### config.mk
export PLATFORM = sky130hd
export DESIGN_NAME = ifetch_queue_flat
export DESIGN_NICKNAME = d
export VERILOG_FILES = /design/src/rtl/ifetch_queue_pkg.sv /design/src/rtl/ifetch_queue_if.sv /design/src/rtl/ifetch_queue_fifo.sv /design/src/rtl/ifetch_queue.sv /design/src/flat_wrapper.sv
export SDC_FILE = /design/constraint.sdc
export NUM_CORES = 1
export LEC_CHECK = 0
export CORE_AREA = 5 5 204 206
export CTS_BUF_LIST = sky130_fd_sc_hd__clkbuf_16
export DETAILED_ROUTE_END_ITERATION = 8
export DIE_AREA = 0 0 209 211
export HOLD_SLACK_MARGIN = 0.08
export PLACE_DENSITY = 0.66
export SLEW_MARGIN = 20
export SYNTH_ARGS = -nofsm -noshare
export SYNTH_HDL_FRONTEND = slang
export SYNTH_SLANG_ARGS = --single-unit
### constraint.sdc
create_clock -name clk -period 7 [get_ports clk]
set_input_delay 1.05 -clock clk [delete_from_list [all_inputs] [get_ports clk]]
set_output_delay 1.05 -clock clk [all_outputs]
set_load 0.005 [all_outputs]
### src/rtl/ifetch_queue_pkg.sv
// Shared types and constants for the Zeptron instruction-fetch queue.
package ifetch_queue_pkg;

  localparam int unsigned IFQ_XLEN  = 32;
  localparam logic [31:0] NOP_INSTR = 32'h0000_0013;
  localparam logic [31:0] PC_STEP   = 32'd4;

  typedef struct packed {
    logic [IFQ_XLEN-1:0] instr;
    logic [IFQ_XLEN-1:0] pc;
  } fetch_entry_t;

  // Bits needed to hold a count in the range 0..n.
  function automatic int unsigned cnt_w(input int unsigned n);
    return $clog2(n + 1);
  endfunction

endpackage

### src/rtl/ifetch_queue_if.sv
// Fetch-unit bus: instruction-memory req/gnt/rvalid channel plus decode valid/ready channel.
interface ifetch_queue_if #(
  parameter int unsigned XLEN = 32
) ();

  logic            mem_i_req;
  logic [XLEN-1:0] mem_i_ra;
  logic            mem_i_gnt;
  logic            mem_i_rvalid;
  logic [XLEN-1:0] mem_i_rd;
  logic            d_valid;
  logic            d_ready;
  logic [XLEN-1:0] d_instr;
  logic [XLEN-1:0] d_pc;
  logic [XLEN-1:0] d_pc4;

  modport master (
    output mem_i_req, mem_i_ra, d_valid, d_instr, d_pc, d_pc4,
    input  mem_i_gnt, mem_i_rvalid, mem_i_rd, d_ready
  );

  modport slave (
    input  mem_i_req, mem_i_ra, d_valid, d_instr, d_pc, d_pc4,
    output mem_i_gnt, mem_i_rvalid, mem_i_rd, d_ready
  );

endinterface

### src/rtl/ifetch_queue_fifo.sv
// Generic synchronous FIFO with show-ahead output, used for entries and in-flight pc tags.
module ifq_fifo
  import ifetch_queue_pkg::*;
#(
  parameter int unsigned DEPTH = 4,
  parameter type T = fetch_entry_t
) (
  input  logic                       clk,
  input  logic                       reset,
  input  logic                       clear,
  input  logic                       push,
  input  logic                       pop,
  input  T                           din,
  output T                           dout,
  output logic                       full,
  output logic                       empty,
  output logic [$clog2(DEPTH+1)-1:0] count
);

  localparam int unsigned AW = (DEPTH > 1) ? $clog2(DEPTH) : 1;
  localparam int unsigned CW = cnt_w(DEPTH);

  T              mem [DEPTH];
  logic [AW-1:0] wr_ptr;
  logic [AW-1:0] rd_ptr;
  logic          do_push;
  logic          do_pop;

  function automatic logic [AW-1:0] bump(input logic [AW-1:0] p);
    return (p == AW'(DEPTH - 1)) ? '0 : p + AW'(1);
  endfunction

  assign full  = (count == CW'(DEPTH));
  assign empty = (count == '0);

  // A push into a full FIFO is legal when the head leaves in the same cycle.
  assign do_push = push && (!full || pop);
  assign do_pop  = pop && !empty;
  assign dout    = mem[rd_ptr];

  always_ff @(posedge clk) begin
    if (reset || clear) begin
      wr_ptr <= '0;
      rd_ptr <= '0;
      count  <= '0;
    end else begin
      if (do_push) wr_ptr <= bump(wr_ptr);
      if (do_pop)  rd_ptr <= bump(rd_ptr);
      case ({do_push, do_pop})
        2'b10:   count <= count + CW'(1);
        2'b01:   count <= count - CW'(1);
        default: count <= count;
      endcase
    end
  end

  always_ff @(posedge clk) begin
    if (do_push && !clear) mem[wr_ptr] <= din;
  end

endmodule

### src/rtl/ifetch_queue.sv
// Decoupled instruction-fetch front end: PC, credit-limited pipelined fetch, entry queue, redirect flush.
// Optional IFQ_BYPASS_EN: a response into an empty queue with d_ready high is presented the same cycle.
module ifetch_queue
  import ifetch_queue_pkg::*;
#(
  parameter int unsigned     XLEN            = 32,
  parameter int unsigned     DEPTH           = 4,
  parameter int unsigned     MAX_OUTSTANDING = 2,
  parameter logic [XLEN-1:0] RESET_PC        = '0
) (
  input  logic            clk,
  input  logic            reset,
  input  logic            redirect,
  input  logic [XLEN-1:0] redirect_pc,
  ifetch_queue_if.master  bus
);

  localparam int unsigned     CW   = cnt_w(DEPTH);
  localparam int unsigned     OW   = cnt_w(MAX_OUTSTANDING);
  localparam logic [XLEN-1:0] STEP = XLEN'(PC_STEP);
  localparam logic [XLEN-1:0] NOP  = XLEN'(NOP_INSTR);

  typedef struct packed {
    logic [XLEN-1:0] instr;
    logic [XLEN-1:0] pc;
  } entry_t;

  logic [XLEN-1:0] pc;
  logic [XLEN-1:0] last_pc;
  logic [XLEN-1:0] last_pc4;
  logic [OW-1:0]   stale;
  logic [OW-1:0]   live;
  logic [CW-1:0]   q_count;
  logic            q_push, q_pop, q_full, q_empty;
  logic            tag_push, tag_pop, tag_full, tag_empty;
  entry_t          q_din, q_dout, head;
  logic [XLEN-1:0] tag_dout;
  logic            req, grant, rsp_live, byp, out_valid;
  logic [31:0]     in_flight, occupancy;

  // Outstanding requests are split into stale (pre-redirect) and live ones;
  // the live count is simply the occupancy of the pc tag FIFO.
  assign rsp_live = bus.mem_i_rvalid && (stale == '0) && !redirect;

`ifdef IFQ_BYPASS_EN
  assign byp = rsp_live && q_empty && bus.d_ready;
`else
  assign byp = 1'b0;
`endif

  assign q_pop    = !q_empty && bus.d_ready;
  assign q_push   = rsp_live && !byp && (!q_full || q_pop);
  assign q_din    = '{instr: bus.mem_i_rd, pc: tag_dout};
  assign tag_pop  = bus.mem_i_rvalid && (stale == '0) && !tag_empty;
  assign grant    = req && bus.mem_i_gnt;
  assign tag_push = grant && !tag_full;

  always_comb begin
    in_flight = 32'(stale) + 32'(live);
    occupancy = 32'(q_count) - 32'(q_pop) + in_flight;
    req       = !reset && !redirect
                && (in_flight < MAX_OUTSTANDING)
                && (occupancy < DEPTH);
  end

  always_comb begin
    out_valid = !q_empty || byp;
    head      = byp ? q_din : q_dout;
  end

  always_ff @(posedge clk) begin
    if (reset) begin
      pc <= RESET_PC;
    end else if (redirect) begin
      pc <= redirect_pc;
    end else if (grant) begin
      pc <= pc + STEP;
    end
  end

  // On redirect every live request turns stale, less any response landing this cycle.
  always_ff @(posedge clk) begin
    if (reset) begin
      stale <= '0;
    end else if (redirect) begin
      stale <= stale + live - OW'(bus.mem_i_rvalid);
    end else if (bus.mem_i_rvalid && (stale != '0)) begin
      stale <= stale - OW'(1);
    end
  end

  always_ff @(posedge clk) begin
    if (reset) begin
      last_pc  <= '0;
      last_pc4 <= '0;
    end else if (out_valid) begin
      last_pc  <= head.pc;
      last_pc4 <= head.pc + STEP;
    end
  end

  ifq_fifo #(
    .DEPTH (DEPTH),
    .T     (entry_t)
  ) u_queue (
    .clk   (clk),
    .reset (reset),
    .clear (redirect),
    .push  (q_push),
    .pop   (q_pop),
    .din   (q_din),
    .dout  (q_dout),
    .full  (q_full),
    .empty (q_empty),
    .count (q_count)
  );

  ifq_fifo #(
    .DEPTH (MAX_OUTSTANDING),
    .T     (logic [XLEN-1:0])
  ) u_tags (
    .clk   (clk),
    .reset (reset),
    .clear (redirect),
    .push  (tag_push),
    .pop   (tag_pop),
    .din   (pc),
    .dout  (tag_dout),
    .full  (tag_full),
    .empty (tag_empty),
    .count (live)
  );

  assign bus.mem_i_req = req;
  assign bus.mem_i_ra  = pc;
  assign bus.d_valid   = out_valid;
  assign bus.d_instr   = out_valid ? head.instr : NOP;
  assign bus.d_pc      = out_valid ? head.pc : last_pc;
  assign bus.d_pc4     = out_valid ? head.pc + STEP : last_pc4;

endmodule

### src/flat_wrapper.sv
// flat-port wrapper written by rule: the top's interface ports become plain ports
module ifetch_queue_flat import ifetch_queue_pkg::*;
#(
  parameter int unsigned     XLEN            = 32,
  parameter int unsigned     DEPTH           = 4,
  parameter int unsigned     MAX_OUTSTANDING = 2,
  parameter logic [XLEN-1:0] RESET_PC        = '0
)
  (clk, reset, redirect, redirect_pc, bus_mem_i_req, bus_mem_i_ra, bus_d_valid, bus_d_instr, bus_d_pc, bus_d_pc4, bus_mem_i_gnt, bus_mem_i_rvalid, bus_mem_i_rd, bus_d_ready);
  ifetch_queue_if #(.XLEN(XLEN)) bus_i ();
  input  logic clk;
  input  logic reset;
  input  logic redirect;
  input  logic [XLEN-1:0] redirect_pc;
  output wire logic [$bits(bus_i.mem_i_req)-1:0] bus_mem_i_req;
  output wire logic [$bits(bus_i.mem_i_ra)-1:0] bus_mem_i_ra;
  output wire logic [$bits(bus_i.d_valid)-1:0] bus_d_valid;
  output wire logic [$bits(bus_i.d_instr)-1:0] bus_d_instr;
  output wire logic [$bits(bus_i.d_pc)-1:0] bus_d_pc;
  output wire logic [$bits(bus_i.d_pc4)-1:0] bus_d_pc4;
  input wire logic [$bits(bus_i.mem_i_gnt)-1:0] bus_mem_i_gnt;
  input wire logic [$bits(bus_i.mem_i_rvalid)-1:0] bus_mem_i_rvalid;
  input wire logic [$bits(bus_i.mem_i_rd)-1:0] bus_mem_i_rd;
  input wire logic [$bits(bus_i.d_ready)-1:0] bus_d_ready;
  assign bus_mem_i_req = bus_i.mem_i_req;
  assign bus_mem_i_ra = bus_i.mem_i_ra;
  assign bus_d_valid = bus_i.d_valid;
  assign bus_d_instr = bus_i.d_instr;
  assign bus_d_pc = bus_i.d_pc;
  assign bus_d_pc4 = bus_i.d_pc4;
  assign bus_i.mem_i_gnt = bus_mem_i_gnt;
  assign bus_i.mem_i_rvalid = bus_mem_i_rvalid;
  assign bus_i.mem_i_rd = bus_mem_i_rd;
  assign bus_i.d_ready = bus_d_ready;
  ifetch_queue #(.XLEN(XLEN), .DEPTH(DEPTH), .MAX_OUTSTANDING(MAX_OUTSTANDING), .RESET_PC(RESET_PC)) u_core (.clk(clk), .reset(reset), .redirect(redirect), .redirect_pc(redirect_pc), .bus(bus_i));
endmodule
==> results.ini <==
[detailed_routing]
wirelength_um=39200
avgRoutedWirePerCell_um=19.7
drt-vias-per-instance=5.37
num_vias=10700
drc=0
drt_iter0_markers=671
ant_nets=0
first_pass_iters=5

[timing]
fin_tns_setup_ps=0
finalSetupViolCount=0
drv_slew=0
hold_violations=0
min_period_ps=5970
fin_skew_ps=16.0
relSlewSlack=0.437
clock.fmax_mhz=167
rsz0062_at_grt=false
tightest_slew_ps=844
period_share=0.853

[synthesis]
avgSynthCellArea_um2=14.4
ys_types=59
synth_edf_count=320
syn_nets=1321
yosys.area.top_type=edfxtp_1
synth_area_leaders=edfxtp_1 (54%), dfxtp_1 (13%), mux4_2 (8.0%), nand2_1 (2.8%), mux2_2 (2.4%)
synth_flop_cell=edfxtp_1
syn_area_mm2=0.0176
ys_async_sr_fraction=0
yosysTopAreaCellShare=0.545
synth_seq_cells=432
synth_cells=1225
yosysSeqAreaShare=0.672
ys_warn_count=0

[cells_and_area]
drive_gt1_frac=0.140
antennaDiodeCount=0
fin_cells=1987
nNetsFinal=1522
syn2layout_area_growth_pct=22.3
num-fill-cells=3234

[setup_path]
crit_buf_inv=4
worstSetupStartpoint=u_core.u_queue.count[1]
crit_path_max_incr_delay_ps=500
cp-end-kind=primary output
cp-start-kind=flip-flop
reg2reg_depth=20
critPathCapture=bus_mem_i_req
critPathKind=flip-flop to primary output
arrival_ps=4920
r2r-end=u_core.u_tags.count[1]
worst-r2r-setup-slack_ps=1560
crit_family=simple AND/OR/NAND/NOR gates
cp_slowest_cell=clkdlybuf4s50_1
crit_cells=16
worstPathCellList=nor3_2 > clkinv_2 > nand2_1 > inv_1 > ha_1 > ha_1 > inv_1 > ha_1 > and3b_1 > o21a_1 > o21ai_0 > ha_1 > nor4bb_1 > and4_1 > o21a_1 > clkdlybuf4s50_1
crit_top_cell=ha_1
cp.required_ps=5950
critPathMaxFanout=36
r2r-start=u_core.u_queue.count[1]

[clock_network]
cts.sinks=432
insertion_delay_ps=540
cts_hold_buf=0
cts_buffers=45
post_cts_buffers=0
tritoncts=done
cts_resized=0
clockBufferDepth=3
htree_levels=2
cts_root_buf=clkbuf_16
clk_pin_slew_ps=60

[floorplan]
ios=200
row_count=73
die-area_mm2=0.0441
die_w_um=209
die_h_um=211
coreArea_mm2=0.0395
start_util=0.447

[global_route]
gr-total-overflow=0
antenna_found_initial=0
grt.total_usage=0.174
grt_pass1_wl_um=61300
grt_pass1_vias=10900
grt_max_degree=70

[run_status]
status=finished, final reports clean

[placed_design]
dp_hpwl_um=25800
numPortBuffers=199
routabilityCongestion=0.813
dp_cells=1904

[power_and_ir_drop]
power.leakage_nw=7.24
p_per_area_mw_per_mm2=257
worst_ir_drop_vdd_uv=171

[worst_hold_path]
worstHoldPathType=flip-flop to flip-flop

[flow_run]
drv_cap=0

==> stage by stage <==
step | setup slack [ps] | utilization | area (um^2) | hold WS, ps | power, mW
3_3_place_gp | 1400 | 0.511 | 20200 | 446 | 3.38
2_1_floorplan | 1400 | - | 17600 | 440 | 3.14
3_5_place_dp | 1330 | 0.511 | 20200 | 453 | 3.39
5_1_grt | 577 | 0.547 | 21600 | 482 | 5.77
4_1_cts | 918 | 0.547 | 21600 | 461 | 5.62
6_report | 1030 | 0.547 | 21600 | 459 | 5.55
==> area by class of cell <==
cell class,instances,area [um^2],area share
clock buffer,46,1150,0.0534
clock inverter,37,249,0.0115
inverter,26,98.8,0.00458
multi-input combinational,707,5460,0.253
sequential,432,11900,0.550
tap,525,657,0.0305
timing repair buffer,214,2100,0.0975
==> worst min path at each step <==
stage | from | to | slack [ps] | cells past startpoint
6_report | u_core.last_pc[25] | u_core.last_pc[25] | 460 | 2
3_5_place_dp | u_core.last_pc[10] | u_core.last_pc[10] | 450 | 2
3_3_place_gp | u_core.last_pc[3] | u_core.last_pc[3] | 450 | 2
5_1_grt | u_core.last_pc[18] | u_core.last_pc[18] | 480 | 2
4_1_cts | u_core.last_pc[10] | u_core.last_pc[10] | 460 | 2
2_1_floorplan | u_core.last_pc4[3] | u_core.last_pc4[3] | 440 | 2
==> worst reg2reg max path, stage by stage (launching register included) <==
cell and delay, ps:
dfxtp_1 360, nor3_2 220, clkinv_2 480, nand2_1 350, inv_1 80, ha_1 190, ha_1 270, inv_1 40
ha_1 250, and3b_1 230, o21a_1 280, o21ai_0 120, ha_1 320, nor4bb_1 270, and4_1 280, o211a_1 170
buf_4 220, o21ai_0 280, ha_1 410, or3_1 390, a21oi_1 160
==> Yosys cell counts, types with 20 or more instances <==
cell type	count
a21oi_1	73
and2_1	45
clkbuf_1	38
dfxtp_1	112
edfxtp_1	320
ha_1	24
inv_1	25
mux2_2	38
mux4_2	63
nand2_1	133
nand3_1	24
nor2_1	66
nor2b_1	20
nor3_1	20
o21ai_0	23
==> cell families (layout without fill, tap and decap cells) <==
family / count (synthesis) / after routing / synth area share
AOI/OAI and AO/OA: 165 / 165 / 0.0588
xor gates and xnor gates: 33 / 33 / 0.0164
adders and majority gates: 26 / 26 / 0.0193
buffers and inverters: 86 / 323 / 0.0196
DFF: 432 / 432 / 0.672
muxes: 109 / 109 / 0.109
and+or+nand+nor: 374 / 374 / 0.105
==> cell usage in the layout, fill, tap and decap left out, types with 23 or more instances in the layout <==
master           instances
a21oi_1                 73
o21ai_0                 23
and2_1                  41
ha_1                    24
nand2_1                133
inv_1                   35
clkdlybuf4s50_1        198
clkbuf_16               46
nor2_1                  64
mux2_2                  38
edfxtp_1               320
dfxtp_1                110
mux4_2                  63
nand3_1                 24
==> per-layer routing <==
metal  vias up  wire [um]  GRT usage
met1      5255      17800      0.254
li1       5031          -          -
met4         0        721     0.0385
met2       327      18500      0.281
met3        65       2190     0.0285
met5         -          0          0
==> flip-flops by register name, summed over array words and instances (netlist names), named ones only <==
register,cells
u_core.last_pc4,32
u_core.u_queue.count,3
u_core.u_queue.wr_ptr,2
u_core.u_tags.mem,64
u_core.u_tags.rd_ptr,1
u_core.last_pc,32
u_core.u_queue.mem,256
u_core.u_queue.rd_ptr,2
u_core.u_tags.count,2
u_core.bus.mem_i_ra,32
u_core.stale,2
u_core.u_tags.wr_ptr,1
==> power breakdown <==
group | internal [mW] | switching, mW | leakage, nW
Combinational | 0.230 | 0.237 | 2.69
Sequential | 2.82 | 0.0414 | 3.82
Clock | 1.27 | 0.942 | 0.727
Note: power is estimated with default switching activity, not from simulation.
==> variant 1, RTL diff (same settings) <==
Build with the macro `IFQ_BYPASS_EN` defined.
--- a/src/rtl/ifetch_queue.sv
+++ b/src/rtl/ifetch_queue.sv
@@ -1,5 +1,7 @@
 // Decoupled instruction-fetch front end: PC, credit-limited pipelined fetch, entry queue, redirect flush.
 // Optional IFQ_BYPASS_EN: a response into an empty queue with d_ready high is presented the same cycle.
+`define IFQ_BYPASS_EN
+
 module ifetch_queue
   import ifetch_queue_pkg::*;
 #(
Check against the original RTL: not equivalent (Yosys sat finds a counterexample within 4 cycles, from zero or initial values and one cycle with reset high).
==> variant 1 against the original RTL <==
  * Area after synthesis grew 5.0%
  * Design area grew 3.9%
  * Via count grew 11%
  * Worst setup slack lost 0.070 ns
  * Sequential share of layout area shrank 2.1 points
  * Sequential cell count is the same
  * Core utilization grew 2.1 points
  * Routed wire length grew 11%
  * Power grew 2.5%
  * Largest power group unchanged
==> variant 1: results (changes against the original RTL) <==
Run status
  • Outcome: finished, final reports clean

Min path
  • Hold Startpoint: u_core.last_pc4[3]
  • Hold crit path type: reg -> reg
  • Hold Path End: u_core.last_pc4[3]

Place
  • Placed inst area: 0.0210 mm^2 (+4.2%)
  • DP HPWL: 28,100 um (+9.1%)
  • Gpl congestion: 0.775 (-4.7%)
  • Dpl ws: 0.965 ns (-0.361 ns)
  • Placed Instances: 2,049 (+7.6%)
  • PortBufs: 199 (unchanged)

Detailed routing
  • Drt first pass iters: 5 (unchanged)
  • Post-Route WL: 43,400 um (+11%)
  • DR iter-0 viols: 916 (+37%)
  • Metal-1 WL: 20,500 um (+15%)
  • Met3 Wirelength: 2570 um (+17%)
  • Via count: 11,900 (+11%)
  • Met2 Routed Length: 19,700 um (+6.8%)

Global route
  • Met3 GRT Util: 3.39% (+0.53 points)
  • GR Util met1: 29.0% (+3.6 points)
  • First-pass GRT wire length: 68,000 um (+11%)
  • Met2 GRT Util: 30.2% (+2.1 points)
  • Largest net degree at the start of global routing: 70 (unchanged)
  • Total Routing Usage GR: 19.4% (+2.0 points)

Clock network
  • Clk_lat worst skew: 0.56 ns (+0.02 ns)
  • TritonCTS buffer count: 44 (-2.2%)
  • Clock-pin transition on the worst setup and hold timing paths: 0.06 ns (about the same)
  • Htree depth: 2 (unchanged)

Timing
  • Skew final: 0.0147 ns (-0.00122 ns)
  • F_max: 0.165 GHz (-1.2%)
  • Relative slew slack: 29.7% (-14 points)
  • Hold_ws: 0.459 ns (-0.000338 ns)

Pwr
  • Leakage power: 7.77 nW (+7.4%)
  • Worst IR drop on VDD: 0.000134 V (-21%)

Setup path
  • Worst Setup EP: bus_d_pc4[22]
  • Reg2reg end: u_core.u_tags.count[1]
  • Critical path's slowest cell: nand4_1
  • Arr. time, crit path: 4.99 ns (+0.07 ns)
  • Worst R2R Start: u_core.u_queue.count[0]
  • Critical path launch point: bus_mem_i_rvalid
  • Reg2reg path depth: 19 (-5.0%)
  • Crit path max fanout: 13 (-64%)
  • R2r setup slk: 1.91 ns (+0.35 ns)
  • CP peak stage delay: 0.56 ns (+0.06 ns)

Yosys
  • Average size of a mapped cell: 13.5 um^2 (-6.6%)
  • Yosys warns: 0 (unchanged)
  • Sequential-to-total area share from yosys stat: 64.0% (-3.2 points)
  • Top post-synthesis cells by area: edfxtp_1, dfxtp_1, mux4_2
  • Post-synthesis cell type count: 70 (+19%)
  • Synth top cells by count: edfxtp_1, nor2_1, nand2_1
  • Syn nets: 1,473 (+12%)

Finish
  • Share of layout cells above drive strength 1: 11.6% (-2.4 points)
  • Fin cells: 2,131 (+7.2%)
  • Final nets: 1,666 (+9.5%)
## variant 1: changes by cell type after synthesis, sizes merged, moves of 16 or more
cell	before	now
nand3	24	49
nor2	66	148
nor3	20	36
o21ai	25	45
and2	45	6
mux2i	8	26
## variant 1: layout make-up
class | instances | area [um^2]
Tap cell | 525 | 657
Clock inverter | 37 | 263
Clock buffer | 45 | 1130
Timing Repair Buffer | 225 | 2180
Inverter | 29 | 110
Sequential cell | 432 | 11900
Fill cell | 3254 | 17000
Multi-Input combinational cell | 838 | 6220
## variant 1: logic make-up after synthesis
group | Yosys count | share of synthesized area [%]
simple gates | 462 | 11.9
flops | 432 | 64.0
compound gates | 186 | 6.32
mux | 120 | 11.3
buf+inv | 107 | 2.54
xor+xnor | 44 | 2.08
fa+ha+maj | 26 | 1.84
## variant 1: power by group
group / internal, mW / switching [mW] / total (mW)
logic: 0.283 / 0.288 / 0.571
clock network: 1.31 / 0.944 / 2.26
registers: 2.82 / 0.0419 / 2.86
==> variant 2, RTL diff (config.mk and constraints unchanged) <==
Made on the original files. Reset style: asynchronous (`reset`), changed in 3 clocked blocks.
--- a/src/rtl/ifetch_queue.sv
+++ b/src/rtl/ifetch_queue.sv
@@ -68,7 +68,7 @@
     head      = byp ? q_din : q_dout;
   end
 
-  always_ff @(posedge clk) begin
+  always_ff @(posedge clk or posedge reset) begin
     if (reset) begin
       pc <= RESET_PC;
     end else if (redirect) begin
@@ -79,7 +79,7 @@
   end
 
   // On redirect every live request turns stale, less any response landing this cycle.
-  always_ff @(posedge clk) begin
+  always_ff @(posedge clk or posedge reset) begin
     if (reset) begin
       stale <= '0;
     end else if (redirect) begin
@@ -89,7 +89,7 @@
     end
   end
 
-  always_ff @(posedge clk) begin
+  always_ff @(posedge clk or posedge reset) begin
     if (reset) begin
       last_pc  <= '0;
       last_pc4 <= '0;
Behaviour: differs if reset is asserted again (counterexample within 4 cycles, from zero or initial values and one cycle with reset high); with reset held inactive, the same outputs for 4 cycles.
==> variant 2 against the original RTL <==
  * Routed wire length down 4.3%
  * Worst setup slack improved by 0.036 ns
  * Clock skew increased by 0.0047 ns
  * Fmax rose by 0.60%
  * Core utilization up 0.44 points
  * Sequential cell count unchanged
  * Design area up 0.81%
  * Area after synthesis rose by 0.43%
  * Critical path type is now in -> out
  * Largest cell class unchanged
Power is not compared: it rests on default switching activity, and its combinational part moved more than twofold at a synthesized area within 25%.
==> variant 2: results (changes against the original RTL) <==
Finish
  • Data buffer area share: 9.59% (-0.16 points)
  • Fraction of area in registers: 56.8% (+1.8 points)
  • Filler cell count in the final layout: 3,217 (-0.53%)
  • Sequential cell count: 432 (unchanged)
  • Comb_multi_in: 631 (-11%)
  • Fin cells: 1,908 (-4.0%)
  • Share of layout cells above drive strength 1: 14.6% (+0.66 points)
  • Final clock-cell share: 6.96% (+0.47 points)
  • Non-clock buffers: 212 (-0.93%)
  • Non-clk invs: 21 (-19%)
  • N_diodes: 1 (+1)
  • Final core utilization: 55.1% (+0.44 points)

Global route
  • First-pass GRT wire length: 59,300 um (-3.3%)
  • Vias in the first global route: 10,400 (-4.0%)
  • Total Routing Usage GR: 16.8% (-0.60 points)
  • Largest net degree at the start of global routing: 94 (+34%)
  • GR Util met1: 24.2% (-1.1 points)
  • Met2 GRT Util: 26.9% (-1.1 points)
  • Met3 GRT Util: 3.18% (+0.33 points)

Place
  • DP HPWL: 23,700 um (-8.2%)
  • Placed inst area: 0.0202 mm^2 (+0.30%)
  • Dpl ws: 1.01 ns (-0.320 ns)
  • Gpl congestion: 0.776 (-4.5%)
  • Placed Instances: 1,821 (-4.4%)

Clock network
  • CTS max path bufs: 3 (unchanged)
  • TritonCTS buffer count: 46 (+2.2%)

Detailed routing
  • Post-Route WL: 37,500 um (-4.3%)
  • Via density: 5.29 (-1.5%)
  • DR iter-0 viols: 610 (-9.1%)

Yosys
  • Syn nets: 1,230 (-6.9%)
  • Sequential-to-total area share from yosys stat: 69.7% (+2.5 points)
  • Top post-synthesis cells by area: edfxtp_1, dfrtp_1, mux4_2
  • Average size of a mapped cell: 15.6 um^2 (+8.5%)
  • Post-synthesis cell type count: 58 (-1.7%)
  • Post-synth ARST share: 22.7% (+23 points)

Timing
  • Skew final: 0.0206 ns (+0.00466 ns)
  • Relative slew slack: 30.7% (-13 points)

Setup path
  • Crit path max fanout: 8 (-78%)
  • Critical path's slowest cell: or4_4
  • CP peak stage delay: 0.54 ns (+0.04 ns)

Die
  • Overall die width: 209 um (unchanged)

Run status
  • Outcome: finished, final reports clean
[variant 2: where the power goes]
part | switching [mW] | internal (mW) | total, mW
Combinational | 0.495 | 0.534 | 1.03
Sequential | 0.108 | 3.01 | 3.11
Clock | 0.974 | 1.42 | 2.40
Total | 1.58 | 4.96 | 6.54
[variant 2: worst max-delay path: cells and delay by family]
family,cells,cell delay [ns]
and+or+nand+nor,4,1.22
buffers and inverters,4,1.04
adders and majority gates,4,0.96
AOI/OAI and AO/OA,3,0.60
[variant 2: path summary, 6_finish.rpt]
check                                         from                      to  slack (ns)  cells past startpoint
max reg2reg                u_core.u_queue.count[2]  u_core.u_tags.count[1]        1.84                     20
min in group asynchronous                    reset  u_core.bus.mem_i_ra[0]        0.93                      2
min reg2reg                     u_core.last_pc[23]      u_core.last_pc[23]        0.46                      2
max                                    bus_d_ready           bus_mem_i_req        1.06                     15
min                             u_core.last_pc[23]      u_core.last_pc[23]        0.46                      2
max in group asynchronous                    reset      u_core.last_pc[30]        4.78                      3
[variant 2: kinds of logic (layout without fill, tap and decap cells)]
logic type	count (synthesis)	after routing	share of synthesized area [%]
XOR/XNOR	45	45	2.23
flip-flops	432	432	69.7
multiplexers	100	100	10.7
other	0	1	0
buffers and inverters	71	319	1.87
adder cells (fa/ha/maj)	26	26	1.92
AO/OA/AOI/OAI	108	108	3.68
AND/OR/NAND/NOR	352	352	9.93
[variant 2: metal layers]
metal | vias to the layer above | part of all wire (%) | wire length (um)
li1 | 4690 | - | -
met4 | 0 | 2.0 | 765
met1 | 5035 | 46 | 17200
met5 | - | 0 | 0
met2 | 315 | 46 | 17400
met3 | 56 | 5.8 | 2180
